## src/rtl/ctrl_fsm.sv

```systemverilog
// Multi-cycle control FSM for a small MIPS subset: latches one instruction word,
// walks it through FETCH/DECODE/EXEC/MEM/WB and retires it with a one-cycle pc_en.
module ctrl_fsm #(
   parameter int INSTRET_W = 32
) (
   input  logic                 clk,
   input  logic                 rst_n,
   input  logic                 imem_valid,
   input  logic [31:0]          instr,
   input  logic                 zero,
   input  logic                 dmem_ready,
   output logic                 imem_req,
   output logic                 pc_en,
   output logic                 branch,
   output logic                 jump,
   output logic                 jump_reg,
   output logic [15:0]          imm16,
   output logic [25:0]          targetInstr,
   output logic [4:0]           rs,
   output logic [4:0]           rt,
   output logic                 reg_wr,
   output logic [4:0]           reg_wa,
   output logic [1:0]           wb_sel,
   output logic [2:0]           alu_op,
   output logic                 alu_src_imm,
   output logic                 dmem_rd,
   output logic                 dmem_wr,
   output logic                 illegal,
   output logic [2:0]           state,
   output logic [INSTRET_W-1:0] instret
);

   typedef enum logic [2:0] {
      FETCH  = 3'd0,
      DECODE = 3'd1,
      EXEC   = 3'd2,
      MEM    = 3'd3,
      WB     = 3'd4
   } state_t;

   localparam logic [2:0] ALU_ADD = 3'b000;
   localparam logic [2:0] ALU_SUB = 3'b001;
   localparam logic [2:0] ALU_XOR = 3'b010;
   localparam logic [2:0] ALU_SLT = 3'b011;

   state_t                 state_q, state_d;
   logic [31:0]            ir;
   logic                   illegal_q;
   logic [INSTRET_W-1:0]   instret_q;

   // Decode is purely combinational from the latched IR, so every state sees it.
   logic [5:0] opcode, funct;
   logic       is_r, r_add, r_sub, r_slt, is_jr;
   logic       is_lw, is_sw, is_bne, is_xori, is_j, is_jal, supported;
   logic       unused_shamt;

   assign opcode    = ir[31:26];
   assign funct     = ir[5:0];
   assign is_r      = (opcode == 6'h00);
   assign r_add     = is_r && (funct == 6'h20);
   assign r_sub     = is_r && (funct == 6'h22);
   assign r_slt     = is_r && (funct == 6'h2A);
   assign is_jr     = is_r && (funct == 6'h08);
   assign is_lw     = (opcode == 6'h23);
   assign is_sw     = (opcode == 6'h2B);
   assign is_bne    = (opcode == 6'h05);
   assign is_xori   = (opcode == 6'h0E);
   assign is_j      = (opcode == 6'h02);
   assign is_jal    = (opcode == 6'h03);
   assign supported = r_add | r_sub | r_slt | is_jr | is_lw | is_sw |
                      is_bne | is_xori | is_j | is_jal;
   assign unused_shamt = ^ir[10:6];

   assign imm16       = ir[15:0];
   assign targetInstr = ir[25:0];
   assign rs          = ir[25:21];
   assign rt          = ir[20:16];
   assign state       = state_q;
   assign instret     = instret_q;
   // Flag is visible in the DECODE cycle that discovers it, then held by the register.
   assign illegal     = illegal_q | ((state_q == DECODE) && !supported);

   always_ff @(posedge clk or negedge rst_n) begin
      if (!rst_n) begin
         state_q   <= FETCH;
         ir        <= 32'd0;
         illegal_q <= 1'b0;
         instret_q <= '0;
      end else begin
         state_q <= state_d;
         if (state_q == FETCH && imem_valid) ir <= instr;
         if (state_q == DECODE && !supported) illegal_q <= 1'b1;
         if (pc_en) instret_q <= instret_q + 1'b1;
      end
   end

   always_comb begin
      state_d     = state_q;
      imem_req    = 1'b0;
      pc_en       = 1'b0;
      branch      = 1'b0;
      jump        = 1'b0;
      jump_reg    = 1'b0;
      reg_wr      = 1'b0;
      reg_wa      = 5'd0;
      wb_sel      = 2'b00;
      alu_op      = ALU_ADD;
      alu_src_imm = 1'b0;
      dmem_rd     = 1'b0;
      dmem_wr     = 1'b0;
      unique case (state_q)
         FETCH: begin
            imem_req = 1'b1;
            if (imem_valid) state_d = DECODE;
         end
         DECODE: begin
            if (!supported) begin
               pc_en   = 1'b1;
               state_d = FETCH;
            end else if (is_j) begin
               pc_en   = 1'b1;
               jump    = 1'b1;
               state_d = FETCH;
            end else if (is_jal) begin
               state_d = WB;
            end else begin
               state_d = EXEC;
            end
         end
         EXEC: begin
            alu_src_imm = is_xori | is_lw | is_sw;
            if (r_sub || is_bne) alu_op = ALU_SUB;
            else if (r_slt)      alu_op = ALU_SLT;
            else if (is_xori)    alu_op = ALU_XOR;
            if (is_bne) begin
               pc_en   = 1'b1;
               branch  = !zero;
               state_d = FETCH;
            end else if (is_jr) begin
               pc_en    = 1'b1;
               jump_reg = 1'b1;
               state_d  = FETCH;
            end else if (is_lw || is_sw) begin
               state_d = MEM;
            end else begin
               state_d = WB;
            end
         end
         MEM: begin
            dmem_rd = is_lw;
            dmem_wr = is_sw;
            if (dmem_ready) begin
               if (is_lw) begin
                  state_d = WB;
               end else begin
                  pc_en   = 1'b1;
                  state_d = FETCH;
               end
            end
         end
         WB: begin
            reg_wr  = 1'b1;
            pc_en   = 1'b1;
            state_d = FETCH;
            if (is_jal) begin
               reg_wa = 5'd31;
               wb_sel = 2'b10;
               jump   = 1'b1;
            end else if (is_lw) begin
               reg_wa = ir[20:16];
               wb_sel = 2'b01;
            end else if (is_xori) begin
               reg_wa = ir[20:16];
            end else begin
               reg_wa = ir[15:11];
            end
         end
         default: state_d = FETCH;
      endcase
   end

endmodule

```

## config.mk

```make
export PLATFORM = sky130hd
export DESIGN_NAME = ctrl_fsm
export DESIGN_NICKNAME = d
export VERILOG_FILES = /design/src/rtl/ctrl_fsm.sv
export SDC_FILE = /design/constraint.sdc
export NUM_CORES = 1
export LEC_CHECK = 0
export BUFFER_PORTS_ARGS = -buffer_cell sky130_fd_sc_hd__buf_4
export CAP_MARGIN = 20
export CORE_ASPECT_RATIO = 0.5
export CORE_MARGIN = 2
export CORE_UTILIZATION = 26
export DETAILED_ROUTE_END_ITERATION = 7
export HOLD_SLACK_MARGIN = 0.12
export PLACE_DENSITY = 0.56
export SYNTH_ARGS = -nofsm -noshare
export SYNTH_HDL_FRONTEND = slang
export SYNTH_SLANG_ARGS = --single-unit
```

## constraint.sdc

```tcl
create_clock -name clk -period 6.45 [get_ports clk]
set_input_delay 0.645 -clock clk [delete_from_list [all_inputs] [get_ports clk]]
set_output_delay 0.645 -clock clk [all_outputs]
set_load 0.02 [all_outputs]
```

==> impl_results.md, run 1 <==
- Status: complete, no violations
- Vias in the first global route: around 2.7k
- Post-Syn Nets: 391
- Syn Area/Cell: 10.6 um^2
- Sequential fraction of the synthesis area: 0.455
- Largest family of logic cells by synthesized area: simple AND/OR/NAND/NOR gates
- Worst hold slack: 451 ps
- Die area: 15400 um^2
- Flops & latches, synth: 68
- Die X-Extent: 174 um
- TNS Setup: 0 ps
- Initial antenna violation count: 0
- # rows: 30
- Total clock sinks: 68
- Power density over the cells: 442 nW/um^2
- Post-CTS Hold Buffers: 0
- Count of final setup violators: 0
- Synth area leader: dfrtp_1
- Final #Nets: 480
- R2R cell count: 7
- Post-synthesis mux area share: 0.112
- Min Tclk post-route: between 3000 and 4000 ps
- Largest net degree at the start of global routing: 69
- Reg2Reg Setup Slack: around 3600 ps
- Post-DRT Antenna Nets: 0
- Routability cong.: roughly 0.85
- Critical R2R Capture: instret[5]$_DFFE_PN0P_
- Slew Viols, Final: 0
- Clock skew: 6.89 ps
- Clock slew seen by the registers of the worst setup and hold paths: 60 ps
- Leak: 2.10 nW
- Global-route wire length before repair: 14500 um
- Final hold violation count: 0
- Met3 usage: 0.0339
- Crit-path max cell delay: 640 ps
- Most frequent cells in the layout: buf_4, dfrtp_1, mux2_2
- Yosys warns: 0
- Largest cells by area after synthesis: dfrtp_1, buf_4, mux2_2, xor2_1, nand2_1
- Post_cts resized: 0
- Initial core utilization: 0.271
- TritonCTS clock tree: yes
- Worst Max-Slew Pin Slew: 892 ps
- Period utilization: 0.570
- Routed wire length: 9150 um
- Via count: 2730
- Total grt overflow: 0
- Detailed Routing Iterations Pass 1: 4
- Most common cell after layout, fill and taps aside: buf_4
- Synth Area in XOR/XNOR: 0.0750
- Hold Crit Class: in2async
- Fmax: 272 MHz
- RSZ-0062 raised after global routing: false
- Setup crit start kind: flop
- M2 GR Usage: 0.205
- Post-synthesis cell count: 353
- Die H: 88.8 um
- DRC: 0
- Main synth FF type: dfrtp_1
- Crit-path max FO: 14
- Post-Syn Area: 3740 um^2
- Worst path arrival time: 3030 ps
- Number of post-CTS setup repair buffers: 0
- CORE AREA: 13800 um^2
- Clock buffers created by TritonCTS: 9
- Worst VDD drop: 0.000171 V
- IO Port Bufs: 142
- Critical-path cell list: or2_2 -> or3_1 -> a311oi_1 -> and3_1 -> inv_2 -> buf_4
- Worst reg2reg path startpoint: ir[28]$_DFFE_PN0P_
- Worst-case clock buffer depth: 2
- Vias per Instance: 4.27
- Yosys cell types: 42
- Slew Limit Headroom: 0.405
- Starting DRT DRC Count: 124
- Crit end category: output pin
- Crit path kind: reg2out
- Area Growth Syn to Fin: 30.1%
- GR peak layer: met2
- # diodes: 0
- Ratio of cells with drive above 1 in the final layout: 0.450
- CTS H-Tree Depth: 3
- Share of the synthesized area in the top cell type: 0.455
- Worst path required time: 5800 ps
- Compound-gate portion of the synthesized area: 0.0308
- Drt wl/cell: between 10 and 15 um
- IO Count: around 140
- Design Power: around 2.2 mW
- Async S/R FF share, synth: 1.00
- Adder-cell share of the synthesized area: 0.00335
- Root buffer cell: clkbuf_16
- Clk Latency, worst-skew pair: around 340 ps
- Slowest-stage cell, CP: and3_1
- Simple-gate share of the synthesized area: 0.189
- Max-cap viol count: 0
- HPWL after DPL: 6720 um
- EDFF count, synth: 0
- GR Layer Usage met1: 0.155
- GRT Total Usage: 0.122
synth_stat cells, types with 3 or more instances:
library cell / number
a21oi_1: 9
and2_1: 3
and3_1: 9
and3b_1: 3
buf_4: 54
buf_6: 4
clkbuf_1: 7
dfrtp_1: 68
inv_1: 4
mux2_2: 32
mux2i_1: 6
nand2_1: 24
nand2b_1: 5
nand3_1: 13
nand4_1: 10
nor2_1: 19
nor2b_1: 3
nor3_1: 16
nor4_1: 5
nor4_2: 3
xnor2_1: 10
xor2_1: 22
flip-flops by register name, summed over array words and instances, names as in the netlist:
signal,count
instret,32
ir,32
state,3
illegal_q,1
where the power goes:
part	switching, mW	leakage (nW)	internal (mW)
registers	0.159	0.758	0.555
logic	0.524	1.20	0.441
clock network	0.198	0.143	0.274
total	0.881	2.10	1.27
metrics by stage:
stage,instance area (um^2),setup WS [ps],util,cells
after floorplan,3740,3830,-,353
after global routing,4860,2620,0.353,639
final,4860,2770,0.353,639
after global placement,4570,3250,0.332,623
after CTS,4860,2810,0.353,639
after detailed placement,4570,3190,0.332,623
layout make-up:
cell class              instances  area (um^2)
inverters                       5         18.8
clock buffers                  10          239
clock inverters                 6         48.8
multi-input cells             215         1540
repair buffers                143         1070
flip-flops and latches         68         1700
well taps                     192          240
fillers                      1399         8910
metal layers:
metal	vias to the layer above	share of wire
met3	8	0.038
met5	-	0
met1	1320	0.47
met2	49	0.49
met4	0	0.010
li1	1353	-
cell families after synthesis:
kind of cell,after synthesis
other cells,1
buf+inv,70
mux,38
xor+xnor,32
simple gates,126
fa+ha+maj,1
compound gates,17
flops,68
how the worst max path moves through the flow:
stage                     cells after the start               start  slack [ps]        end
after floorplan                               6  ir[28]$_DFFE_PN0P_        3830  reg_wa[0]
after global placement                        6  ir[28]$_DFFE_PN0P_        3250      pc_en
after detailed placement                      6  ir[28]$_DFFE_PN0P_        3190      pc_en
after CTS                                     6  ir[28]$_DFFE_PN0P_        2810      pc_en
after global routing                          6  ir[28]$_DFFE_PN0P_        2620      pc_en
final                                         6  ir[28]$_DFFE_PN0P_        2770      pc_en
worst max-delay path: cells and delay by family, from the launching register on:
family                 cells  cell delay, ps
AOI/OAI and AO/OA          1             450
DFF                        1             410
buffers and inverters      2             400
and+or+nand+nor            3            1440
(Power assumes the default switching activity.)
==> run 2: changes to the inputs <==
==> constraint.sdc (replaced) <==
create_clock -name clk -period 3.7 [get_ports clk]
set_input_delay 0.37 -clock clk [delete_from_list [all_inputs] [get_ports clk]]
set_output_delay 0.37 -clock clk [all_outputs]
set_load 0.02 [all_outputs]
==> run 2 against run 1 <==
Net effect:
- core utilization grew 0.10 points
- power increased by 76%
- setup slack worse by 2200 ps
- largest power group unchanged
- clock skew increased by 0.87 ps
- wire length increased by 1.6%
- global-route usage is 0.39 points higher
- combinational power up 75%
- flip-flop and latch count unchanged
==> impl_results.md, run 2 (same netlist as run 1, synthesis figures left out) <==
- Status: complete, no violations (unchanged)
- Part of the power in combinational logic: 0.446 (was 0.449)
- Setup crit start kind: flop (unchanged)
- Internal: 2.27 mW (was 1.27 mW)
- Drt wl/cell: 14.5 um (was 14.3 um)
- Min Tclk post-route: between 3000 and 4000 ps
- Slew Limit Headroom: 0.397 (was 0.405)
- Final hold violation count: 0 (unchanged)
- Placed instance area: 4580 um^2 (was 4570 um^2)
- Die H: 88.8 um (unchanged)
- IO Count: 144 (unchanged)
- Via count: 2788 (was 2730)
- RSZ-0062 raised after global routing: false (unchanged)
- Slew Viols, Final: 0 (unchanged)
- Hold Crit Class: in2async (unchanged)
- Routability cong.: 0.828 (was 0.855)
- # rows: 30 (unchanged)
- Area occupied by multi-input gates: 1540 um^2 (unchanged)
- Psw: 1.52 mW (was 0.881 mW)
- Clock power share: 0.224 (was 0.219)
- Post-DRT Antenna Nets: 0 (unchanged)
- Worst hold slack: 163 ps (was 451 ps)
- Seq pwr share: 0.330 (was 0.332)
- Worst Path Buf+Inv: 2 (unchanged)
- Top delay family on crit path: simple AND/OR/NAND/NOR gates (unchanged)
- Crit-path max FO: 9 (was 14)
- Largest net degree at the start of global routing: 69 (unchanged)
- Most common cell after layout, fill and taps aside: buf_4 (unchanged)
- Number of post-CTS setup repair buffers: 0 (unchanged)
- Final #Nets: 481 (was 480)
- Count of final setup violators: 0 (unchanged)
- Post-CTS Hold Buffers: 0 (unchanged)
- Worst VDD drop: 0.000237 V (was 0.000171 V)
- Clock slew seen by the registers of the worst setup and hold paths: 60 ps (about the same)
- Worst-case clock buffer depth: 2 (unchanged)
- Worst path arrival time: 2760 ps (was 3030 ps)
- Total grt overflow: 0 (unchanged)
- Starting DRT DRC Count: 124 (unchanged)
- Root buffer cell: clkbuf_16 (unchanged)
- CORE AREA: 13800 um^2 (unchanged)
- IO Port Bufs: 142 (unchanged)
- Switching Share: 0.402 (was 0.410)
- GRT Total Usage: 0.126 (was 0.122)
- Power density over the cells: 778 nW/um^2 (was 442 nW/um^2)
- Leak: 2.10 nW (about the same)
- # diodes: 0 (unchanged)
- Crit path kind: reg2out (unchanged)
- Die area: 15400 um^2 (unchanged)
- Post_cts resized: 0 (unchanged)
- Most frequent cells in the layout: buf_4, dfrtp_1, mux2_2 (unchanged)
- HPWL after DPL: 6850 um (was 6720 um)
- Critical-path cell list: or2_2 -> or3_1 -> a311oi_1 -> and3_1 -> inv_2 -> buf_4 (unchanged)
- Initial antenna violation count: 0 (unchanged)
- Detailed Routing Iterations Pass 1: 4 (unchanged)
- Die X-Extent: 174 um (unchanged)
- DRC: 0 (unchanged)
- Fin area: 4880 um^2 (was 4860 um^2)
- Slowest-stage cell, CP: or3_1 (was and3_1)
- Total clock sinks: 68 (unchanged)
- Fillers: 1420 (was 1399)
- Global-route wire length before repair: 14900 um (was 14500 um)
- TNS Setup: 0 ps (unchanged)
- Initial core utilization: 0.271 (unchanged)
- Crit-path max cell delay: 430 ps (was 640 ps)
- Max-cap viol count: 0 (unchanged)
- Clock skew: 7.76 ps (was 6.89 ps)
- Clock buffers created by TritonCTS: 9 (unchanged)
- Worst path required time: 3330 ps (was 5800 ps)
- Crit end category: output pin (unchanged)
- Fmax: between 300 and 400 MHz
- TritonCTS clock tree: yes (unchanged)
- Area Growth Syn to Fin: 30.5% (was 30.1%)
- Period utilization: 0.846
- Vias per Instance: 4.36 (was 4.27)
- Worst Max-Slew Pin Slew: 904 ps (was 892 ps)
- Ratio of cells with drive above 1 in the final layout: 0.449 (was 0.450)
- Routed wire length: 9300 um (was 9150 um)
- CTS H-Tree Depth: 3 (unchanged)
- FF+latch area: 1700 um^2 (unchanged)
- Vias in the first global route: 2742 (was 2708)
- Clk Latency, worst-skew pair: 330 ps (was 340 ps)
==> run 2: cell types whose count changed in the layout (fill, tap and decap cells not counted), sizes merged <==
cell	change
clkinvlp	+1
clkinv	-1
bufinv	+1
buf	+1
inv	-1
==> run 2: power by group through the flow <==
stage	Combinational, mW	Sequential, mW	Clock [mW]
floorplan	1.45	1.21	0
global placement	1.71	1.25	0
global route	1.81	1.30	0.916
CTS	1.71	1.25	0.885
detailed placement	1.71	1.27	0
finish	1.69	1.25	0.850
==> run 2: cell type report <==
type	count	area share
Timing Repair Buffer	144	0.222
Multi-Input combinational cell	215	0.316
Inverter	5	0.00385
Tap cell	192	0.0493
Clock buffer	10	0.0470
Sequential cell	68	0.349
Clock inverter	6	0.0133
==> run 2: worst paths after layout <==
| path | start | endpoint | slack, ps | depth (start not counted) |
|---|---|---|---|---|
| max | ir[28]$_DFFE_PN0P_ | pc_en | 570 | 6 |
| max reg2reg | ir[28]$_DFFE_PN0P_ | instret[25]$_DFFE_PN0P_ | 950 | 6 |
| min in group clk | instr[26] | ir[26]$_DFFE_PN0P_ | 270 | 2 |
| max in group asynchronous | rst_n | ir[19]$_DFFE_PN0P_ | 2940 | 1 |
| min reg2reg | illegal_q$_DFFE_PN0P_ | illegal_q$_DFFE_PN0P_ | 460 | 1 |
| min | rst_n | instret[9]$_DFFE_PN0P_ | 160 | 1 |
==> run 2: metal layers <==
| layer | up-vias | GRT usage | share of wire |
|---|---|---|---|
| li1 | 1353 | - | - |
| met1 | 1373 | 0.158 | 0.45 |
| met2 | 55 | 0.211 | 0.50 |
| met3 | 7 | 0.0404 | 0.041 |
| met4 | 0 | 0.0378 | 0.011 |
| met5 | - | 0 | 0 |
==> run 2: through the flow <==
| stage | std cells | setup WS (ps) | util | total power [mW] |
|---|---|---|---|---|
| final | 640 | 571 | 0.354 | 3.79 |
| after global routing | 640 | 421 | 0.354 | 4.03 |
| after CTS | 640 | 562 | 0.354 | 3.85 |
| after detailed placement | 624 | 945 | 0.333 | 2.98 |
| after global placement | 624 | 1020 | 0.333 | 2.96 |
| after floorplan | 353 | 1290 | - | 2.66 |
==> run 2: worst reg2reg max path: cells and delay by family (launching register included) <==
kind | cells | cell delay [ps]
DFF | 1 | 420
AOI/OAI and AO/OA | 2 | 1110
xor gates and xnor gates | 1 | 170
and+or+nand+nor | 3 | 910
